==> src/rtl/main_bus_arbiter_pkg.sv <==
// Shared definitions for the main bus arbiter: FSM state encoding, the default
// burst length shared with the memory interface, and a counter-width helper.
package main_bus_arbiter_pkg;

    typedef enum logic [1:0] {
        ARB_IDLE  = 2'd0,
        ARB_GRANT = 2'd1,
        ARB_BURST = 2'd2,
        ARB_TURN  = 2'd3
    } arb_state_t;

    localparam int unsigned ARB_BURST_LEN = 4;

    // $clog2 gives 0 for n==1; counters still need at least one bit.
    function automatic int unsigned cnt_width(input int unsigned n);
        return (n > 1) ? $clog2(n) : 1;
    endfunction

endpackage

==> src/rtl/main_bus_arbiter_rr_pick.sv <==
// Combinational round-robin picker: first asserted request scanning upward
// from ptr_i with wrap-around.
module main_bus_arbiter_rr_pick #(
    parameter int unsigned N = 2
) (
    input  logic [N-1:0]         req_i,
    input  logic [$clog2(N)-1:0] ptr_i,
    output logic [$clog2(N)-1:0] winner_o,
    output logic                 valid_o
);

    localparam int unsigned IdxW = $clog2(N);

    always_comb begin
        logic [IdxW:0] sum;
        logic          found;
        sum      = '0;
        found    = 1'b0;
        winner_o = '0;
        for (int i = 0; i < int'(N); i++) begin
            sum = {1'b0, ptr_i} + (IdxW+1)'(i);
            if (sum >= (IdxW+1)'(N)) begin
                sum = sum - (IdxW+1)'(N);
            end
            if (!found && req_i[sum[IdxW-1:0]]) begin
                found    = 1'b1;
                winner_o = sum[IdxW-1:0];
            end
        end
        valid_o = found;
    end

endmodule

==> src/rtl/main_bus_arbiter.sv <==
// Round-robin arbiter for the shared main bus: one address cycle plus a fixed
// data burst per tenure, a grant timeout, and a one-cycle turnaround.
module main_bus_arbiter
    import main_bus_arbiter_pkg::*;
#(
    parameter int unsigned NUM_MASTERS = 2,
    parameter int unsigned BURST_LEN   = ARB_BURST_LEN,
    parameter int unsigned TIMEOUT     = 8
) (
    input  logic                           clk,
    input  logic                           resetH,
    input  logic [NUM_MASTERS-1:0]         req,
    input  logic                           AddrValid,
    output logic [NUM_MASTERS-1:0]         gnt,
    output logic [$clog2(NUM_MASTERS)-1:0] owner,
    output logic                           busy,
    output logic                           timeout_err
);

    localparam int unsigned IdxW  = $clog2(NUM_MASTERS);
    localparam int unsigned BeatW = cnt_width(BURST_LEN);
    localparam int unsigned WaitW = cnt_width(TIMEOUT);

    arb_state_t             state_q, state_d;
    logic [IdxW-1:0]        owner_q, owner_d;
    logic [IdxW-1:0]        rr_ptr_q, rr_ptr_d;
    logic [BeatW-1:0]       beat_cnt_q, beat_cnt_d;
    logic [WaitW-1:0]       wait_cnt_q, wait_cnt_d;
    logic [NUM_MASTERS-1:0] gnt_q, gnt_d;
    logic                   busy_q, busy_d;
    logic                   timeout_err_q, timeout_err_d;

    logic [IdxW-1:0]        pick_idx;
    logic                   pick_valid;

    main_bus_arbiter_rr_pick #(
        .N (NUM_MASTERS)
    ) u_rr_pick (
        .req_i    (req),
        .ptr_i    (rr_ptr_q),
        .winner_o (pick_idx),
        .valid_o  (pick_valid)
    );

    always_comb begin
        state_d       = state_q;
        owner_d       = owner_q;
        rr_ptr_d      = rr_ptr_q;
        beat_cnt_d    = beat_cnt_q;
        wait_cnt_d    = wait_cnt_q;
        timeout_err_d = 1'b0;

        unique case (state_q)
            ARB_IDLE: begin
                if (pick_valid) begin
                    state_d    = ARB_GRANT;
                    owner_d    = pick_idx;
                    wait_cnt_d = '0;
                end
            end
            ARB_GRANT: begin
                // AddrValid wins over a same-cycle request drop or timeout.
                if (AddrValid) begin
                    state_d    = ARB_BURST;
                    beat_cnt_d = '0;
                end else if (!req[owner_q]) begin
                    state_d = ARB_TURN;
                end else if (wait_cnt_q == WaitW'(TIMEOUT - 1)) begin
                    state_d       = ARB_TURN;
                    timeout_err_d = 1'b1;
                end else begin
                    wait_cnt_d = wait_cnt_q + WaitW'(1);
                end
            end
            ARB_BURST: begin
                if (beat_cnt_q == BeatW'(BURST_LEN - 1)) begin
                    state_d = ARB_TURN;
                end else begin
                    beat_cnt_d = beat_cnt_q + BeatW'(1);
                end
            end
            ARB_TURN: begin
                rr_ptr_d = (owner_q == IdxW'(NUM_MASTERS - 1)) ? '0 : owner_q + IdxW'(1);
                state_d  = ARB_IDLE;
            end
            default: state_d = ARB_IDLE;
        endcase

        // Outputs are decoded from the next state so they register in step with it.
        gnt_d = '0;
        if (state_d == ARB_GRANT || state_d == ARB_BURST) begin
            gnt_d[owner_d] = 1'b1;
        end
        busy_d = (state_d != ARB_IDLE);
    end

    always_ff @(posedge clk or posedge resetH) begin
        if (resetH) begin
            state_q       <= ARB_IDLE;
            owner_q       <= '0;
            rr_ptr_q      <= '0;
            beat_cnt_q    <= '0;
            wait_cnt_q    <= '0;
            gnt_q         <= '0;
            busy_q        <= 1'b0;
            timeout_err_q <= 1'b0;
        end else begin
            state_q       <= state_d;
            owner_q       <= owner_d;
            rr_ptr_q      <= rr_ptr_d;
            beat_cnt_q    <= beat_cnt_d;
            wait_cnt_q    <= wait_cnt_d;
            gnt_q         <= gnt_d;
            busy_q        <= busy_d;
            timeout_err_q <= timeout_err_d;
        end
    end

    assign gnt         = gnt_q;
    assign owner       = owner_q;
    assign busy        = busy_q;
    assign timeout_err = timeout_err_q;

    gnt_onehot0_a: assert property (@(posedge clk) disable iff (resetH) $onehot0(gnt_q));

endmodule

==> config.mk <==
export PLATFORM = sky130hd
export DESIGN_NAME = main_bus_arbiter
export DESIGN_NICKNAME = d
export VERILOG_FILES = /design/src/rtl/main_bus_arbiter_pkg.sv /design/src/rtl/main_bus_arbiter_rr_pick.sv /design/src/rtl/main_bus_arbiter.sv
export SDC_FILE = /design/constraint.sdc
export NUM_CORES = 1
export LEC_CHECK = 0
export BUFFER_PORTS_ARGS = -buffer_cell sky130_fd_sc_hd__buf_2
export CAP_MARGIN = 20
export CORE_AREA = 2 2 39 41
export CTS_CLUSTER_SIZE = 12
export DETAILED_ROUTE_END_ITERATION = 8
export DIE_AREA = 0 0 41 43
export GPL_ROUTABILITY_DRIVEN = 0
export PLACE_DENSITY = 0.7
export SETUP_SLACK_MARGIN = 0.1
export SLEW_MARGIN = 15
export SYNTH_ARGS = -nofsm -noshare
export SYNTH_HDL_FRONTEND = slang
export SYNTH_SLANG_ARGS = --single-unit
==> constraint.sdc <==
create_clock -name clk -period 2.5 [get_ports clk]
set_clock_uncertainty 0.2 [all_clocks]
set_input_delay 0.375 -clock clk [delete_from_list [all_inputs] [get_ports clk]]
set_output_delay 0.375 -clock clk [all_outputs]
set_load 0.01 [all_outputs]
---- Word level (Yosys, flattened, before mapping) ----
Index checks and enable logic that the tools add are counted.
word-level totals
  register bits ........................... 13
  output and inout bits ................... 5
  logic and storage cells ................. 80
operators by class
  $add $sub $neg .......................... 6
  eq/ne operators ......................... 13
  multiplexer cells ....................... 36
  order comparisons ....................... 7
  reduce and logical (&&, ||, !) cells .... 10
operators with widths
  cell                                                                count
  2-to-1 mux 1 bit                                                    20
  2-to-1 mux 2 bit                                                    8
  2-to-1 mux 3 bit                                                    4
  != test 2 bit (second input constant)                               6
  equality test 2 bit (second input constant)                         4
  < comparator 1 x 2 -> 1 bit (second input constant)                 4
  case mux 2 bit (4 select lines)                                     1
  case mux 3 bit (2 select lines)                                     1
  nonzero test 2 bit                                                  3
  AND reduction 5 bit                                                 1
  equality test 2 x 1 -> 1 bit (second input constant)                2
  case mux 2 bit (2 select lines)                                     1
  adder 3 x 1 -> 3 bit (second input constant)                        1
  equality test 3 bit (second input constant)                         1
  AND reduction 3 bit                                                 1
  adder 1 x 1 -> 2 bit (second input constant)                        1
  adder 2 x 1 -> 2 bit (second input constant)                        1
  greater-or-equal comparator 1 x 2 -> 1 bit (second input constant)  1
  greater-or-equal comparator 2 bit (second input constant)           1
  logical AND 1 bit                                                   2
  logical NOT 2 bit                                                   1
  subtractor 1 bit (second input constant)                            2
  adder 1 bit (second input constant)                                 1
  demux 1 bit (select 1 bit)                                          1
  other kinds (3)                                                     3

---- Longest topological paths before layout ----
  depth after elaboration ................. 15
  mapped depth ............................ 6
  gate-level depth less buffers ........... 6

---- By module ----
From an unflattened synthesis, not the netlist that was laid out.
unflattened totals
  cell total of the unflattened synthesis .. 59
  area total of the unflattened synthesis .. 656.9 µm²
by module, submodules not included
  module                    cells an instance  area each (µm²)  instances
  main_bus_arbiter          56                 639.4            1
  main_bus_arbiter_rr_pick  3                  17.5             1

---- Worst setup path before layout ----
OpenSTA, ideal clock, no wires.
  kind .................................... register to register
  start ................................... register wait_cnt_q[0]
  end ..................................... register wait_cnt_q[1]
  arrival ................................. 1.619 ns
  setup slack ............................. 0.556 ns
  clock period less this slack ............ 1.944 ns
  data required time ...................... 2.175 ns
  cell stages (with the launch flop) ...... 5
  setup time .............................. 0.125 ns
  cell sequence ........................... dfrtp_1 -> ha_1 -> ha_1 -> or4_4 -> mux2_4
on the way
  cells in the longest elaborated chain, start to end .. 5
  elaborated cells between the ends (all ways) .. 8
RTL lines
  item                             RTL line                 source
  start, declared                  main_bus_arbiter.sv:28   logic [WaitW-1:0] wait_cnt_q, wait_cnt_d;
  start signal, assigned           main_bus_arbiter.sv:112  wait_cnt_q <= wait_cnt_d;
  adder 3 x 1 -> 3 bit             main_bus_arbiter.sv:72   wait_cnt_d = wait_cnt_q + WaitW'(1);
  2-to-1 mux 3 bit                 main_bus_arbiter.sv:68   end else if (wait_cnt_q == WaitW'(TIMEOUT - 1)) begin
  2-to-1 mux 3 bit                 main_bus_arbiter.sv:66   end else if (!req[owner_q]) begin
  2-to-1 mux 3 bit                 main_bus_arbiter.sv:63   if (AddrValid) begin
  case mux 3 bit (2 select lines)  main_bus_arbiter.sv:53   unique case (state_q)
Several ways; a longest one is shown, not always the timed one. The select of a mux whose other input is x is not followed.
A chain may end at the register's enable or synchronous reset.

---- Worst setup path in the final report ----
  start ................................... register wait_cnt_q[0]
  end ..................................... register wait_cnt_q[2]
The elaborated chain is that of the path after synthesis.

==> results.yml <==
status:
  run_status: "completed"
worst_hold_path:
  hold_class: "in2reg"
  hp-start: "AddrValid"
  hold-path-cell-count: 2
  min_to: "timeout_err"
floorplan:
  core_area_mm2: 0.00138
  pin_count: 10
  initial_utilization: 0.469
  die_h_um: 43
  rows: 14
  die-area_mm2: 0.00176
  die_x_um: 41
yosys:
  ys_seq_elements: 13
  ys_types: 24
  synth_top_cell_by_area: "dfrtp_1"
  synthTopCellsByArea: "dfrtp_1 50%, ha_1 7.7%, mux2i_1 4.6%, mux2_4 4.6%, a211oi_1 3.5%"
  avgSynthCellArea_um2: 11.2
  async_flop_share: 1.00
  syn_area_um2: 649
  synth_edf_count: 0
  synth_flop_cell: "dfrtp_1"
  ys_seq_area_frac: 0.501
  synth_top_area_frac: 0.501
  syn_nets: 67
  synth_warnings: 0
  postSynthCellCount: 58
drt:
  ant_nets: 0
  vias: 450
  first_iter_violations: 9
  drc_errors: 0
  wire_per_inst_um: 12.7
  viasPerCell: 5.23
  dr.pass1.iters: 4
  wirelength_um: 1100
worst_setup_path:
  crit_type: "reg2reg"
  r2r_end: "wait_cnt_q[2]"
  reg2reg_from: "wait_cnt_q[0]"
  cp-end-kind: "flop"
  crit_required_ns: 2.46
  rrSetupSlack_ns: 0.48
  path_max_fanout: 3
  start_kind: "flop"
  rr_worst_depth: 4
  cp.arrival_ns: 1.97
  critPathLaunch: "wait_cnt_q[0]"
pwr:
  power_density_mw_per_mm2: 1130
  p_leak_nw: 0.380
  vdd_drop_max_v: 0.000761
global_route:
  antenna_found_initial: 0
  grt_max_degree: 14
  overflow: 0
  grt.total_usage: 0.165
  grt_pass1_vias: 439
  grt_pass1_wl_um: 1930
timing:
  post-route-period-util: 0.806
  period_minus_slack_ns: 2.02
  slew_viol_final: 0
  hold_violations: 0
  worst_slack_ns: 0.484
  setup_viol_count_final: 0
  rsz0062_at_grt: "false"
  fmax_mhz: 496
  relSlewSlack: 0.672
  fin_tns_setup_ns: 0
  worst_pin_slew_ns: 0.492
clock_network:
  cts_num_sinks: 13
  numCtsBuffers: 3
  clk_path_buf_depth: 2
  cts_tree: "built"
  root_buffer: "clkbuf_4"
  htreeDepth: 1
  cts_resized: 0
  clk_pin_slew_ns: 0.07
  clk_latency_ns: 0.27
layout:
  drive_gt1_frac: 0.214
  nNetsFinal: 80
  synthToLayoutAreaGrowth_pct: 14.5
  fill_cells: 127
  antenna_cells: 0
  final_cell_area_um2: 743
placed_design:
  dp_slack_ns: 0.503
  portBuffers: 9
  dp_hpwl_um: 804
  dpl_cell_area_um2: 707
run:
  cap_violations: 0
-- per-stage QoR --
stage                util  power, W  instances  hold WS, ns
CTS                 0.537  0.000858         86        0.122
global placement    0.511  0.000712         81        0.220
finish              0.537  0.000840         86        0.132
detailed placement  0.511  0.000725         81        0.222
global route        0.537  0.000927         86        0.128
floorplan               -  0.000633         58       0.0520
-- repair_timing --
action / 4_1_cts / 5_1_grt
hold endpoints to repair: 13 / 0
hold buffers: 1 / 0
setup buffers: 0 / 0
-- routing by layer --
metal,part of all wire,global-route usage,vias to the layer above
met4,0.011,0.100,0
li1,-,-,235
met3,0.026,0.0471,2
met5,0,0,-
met1,0.53,0.249,209
met2,0.43,0.200,4
-- critical path, cell delays in order (launching register included) --
cell and delay (ns):
dfrtp_1 0.40, ha_1 0.21, ha_1 0.20, or4_4 0.58, mux2_4 0.32
-- report_power, final --
group          switching [W]  total (W)  internal (W)  leakage [nW]
combinational       0.000160   0.000330      0.000170         0.201
sequential         0.0000932   0.000385      0.000292         0.164
clock              0.0000631   0.000125     0.0000617        0.0150
total               0.000316   0.000840      0.000524         0.380
-- how the worst max path moves through the flow --
stage	slack (ns)	to	depth (start not counted)
after detailed placement	0.50	wait_cnt_q[2]	4
after global placement	0.53	wait_cnt_q[1]	4
after CTS	0.47	wait_cnt_q[2]	4
after floorplan	0.56	wait_cnt_q[1]	4
after global routing	0.43	wait_cnt_q[1]	4
final	0.48	wait_cnt_q[2]	4
-- registers in the layout, summed over array words and instances, names as in the netlist --
signal	cells
state_q	2
busy	1
rr_ptr_q	1
beat_cnt_q	2
wait_cnt_q	3
timeout_err	1
gnt	2
owner	1
-- layout make-up --
type / count / area, µm² / share of cell area
Tap cell: 16 / 20.0 / 0.0269
Timing Repair Buffer: 10 / 55.1 / 0.0741
Inverter: 3 / 11.3 / 0.0152
Multi-Input combinational cell: 40 / 305 / 0.411
Sequential cell: 13 / 325 / 0.438
Clock buffer: 4 / 26.3 / 0.0354
-- cell families after synthesis --
| logic type | synth area share |
|---|---|
| DFF | 0.501 |
| buffers and inverters | 0.0289 |
| muxes | 0.0925 |
| AOI/OAI and AO/OA | 0.154 |
| and+or+nand+nor | 0.146 |
| adders and majority gates | 0.0771 |
-- synth_stat cells (2+ instances only) --
library cell  number
mux2i_1            3
ha_1               4
dfrtp_1           13
nor2b_1            2
nand2_1            2
inv_1              3
nand2b_1           2
nor2_1             5
nor3_1             2
mux2_4             2
clkbuf_1           2
o31a_1             2
a21oi_1            3
a211oi_1           3
-- layout by cell type (no fill, tap or decap), types with 2 or more instances in the layout --
master    instances
dfrtp_1          13
buf_2             9
nor2_1            5
ha_1              4
mux2i_1           3
a211oi_1          3
a21oi_1           3
inv_1             3
clkbuf_4          3
nand2b_1          2
o31a_1            2
mux2_4            2
nor3_1            2
nor2b_1           2
nand2_1           2
No activity file was read; power rests on OpenSTA's default activity.
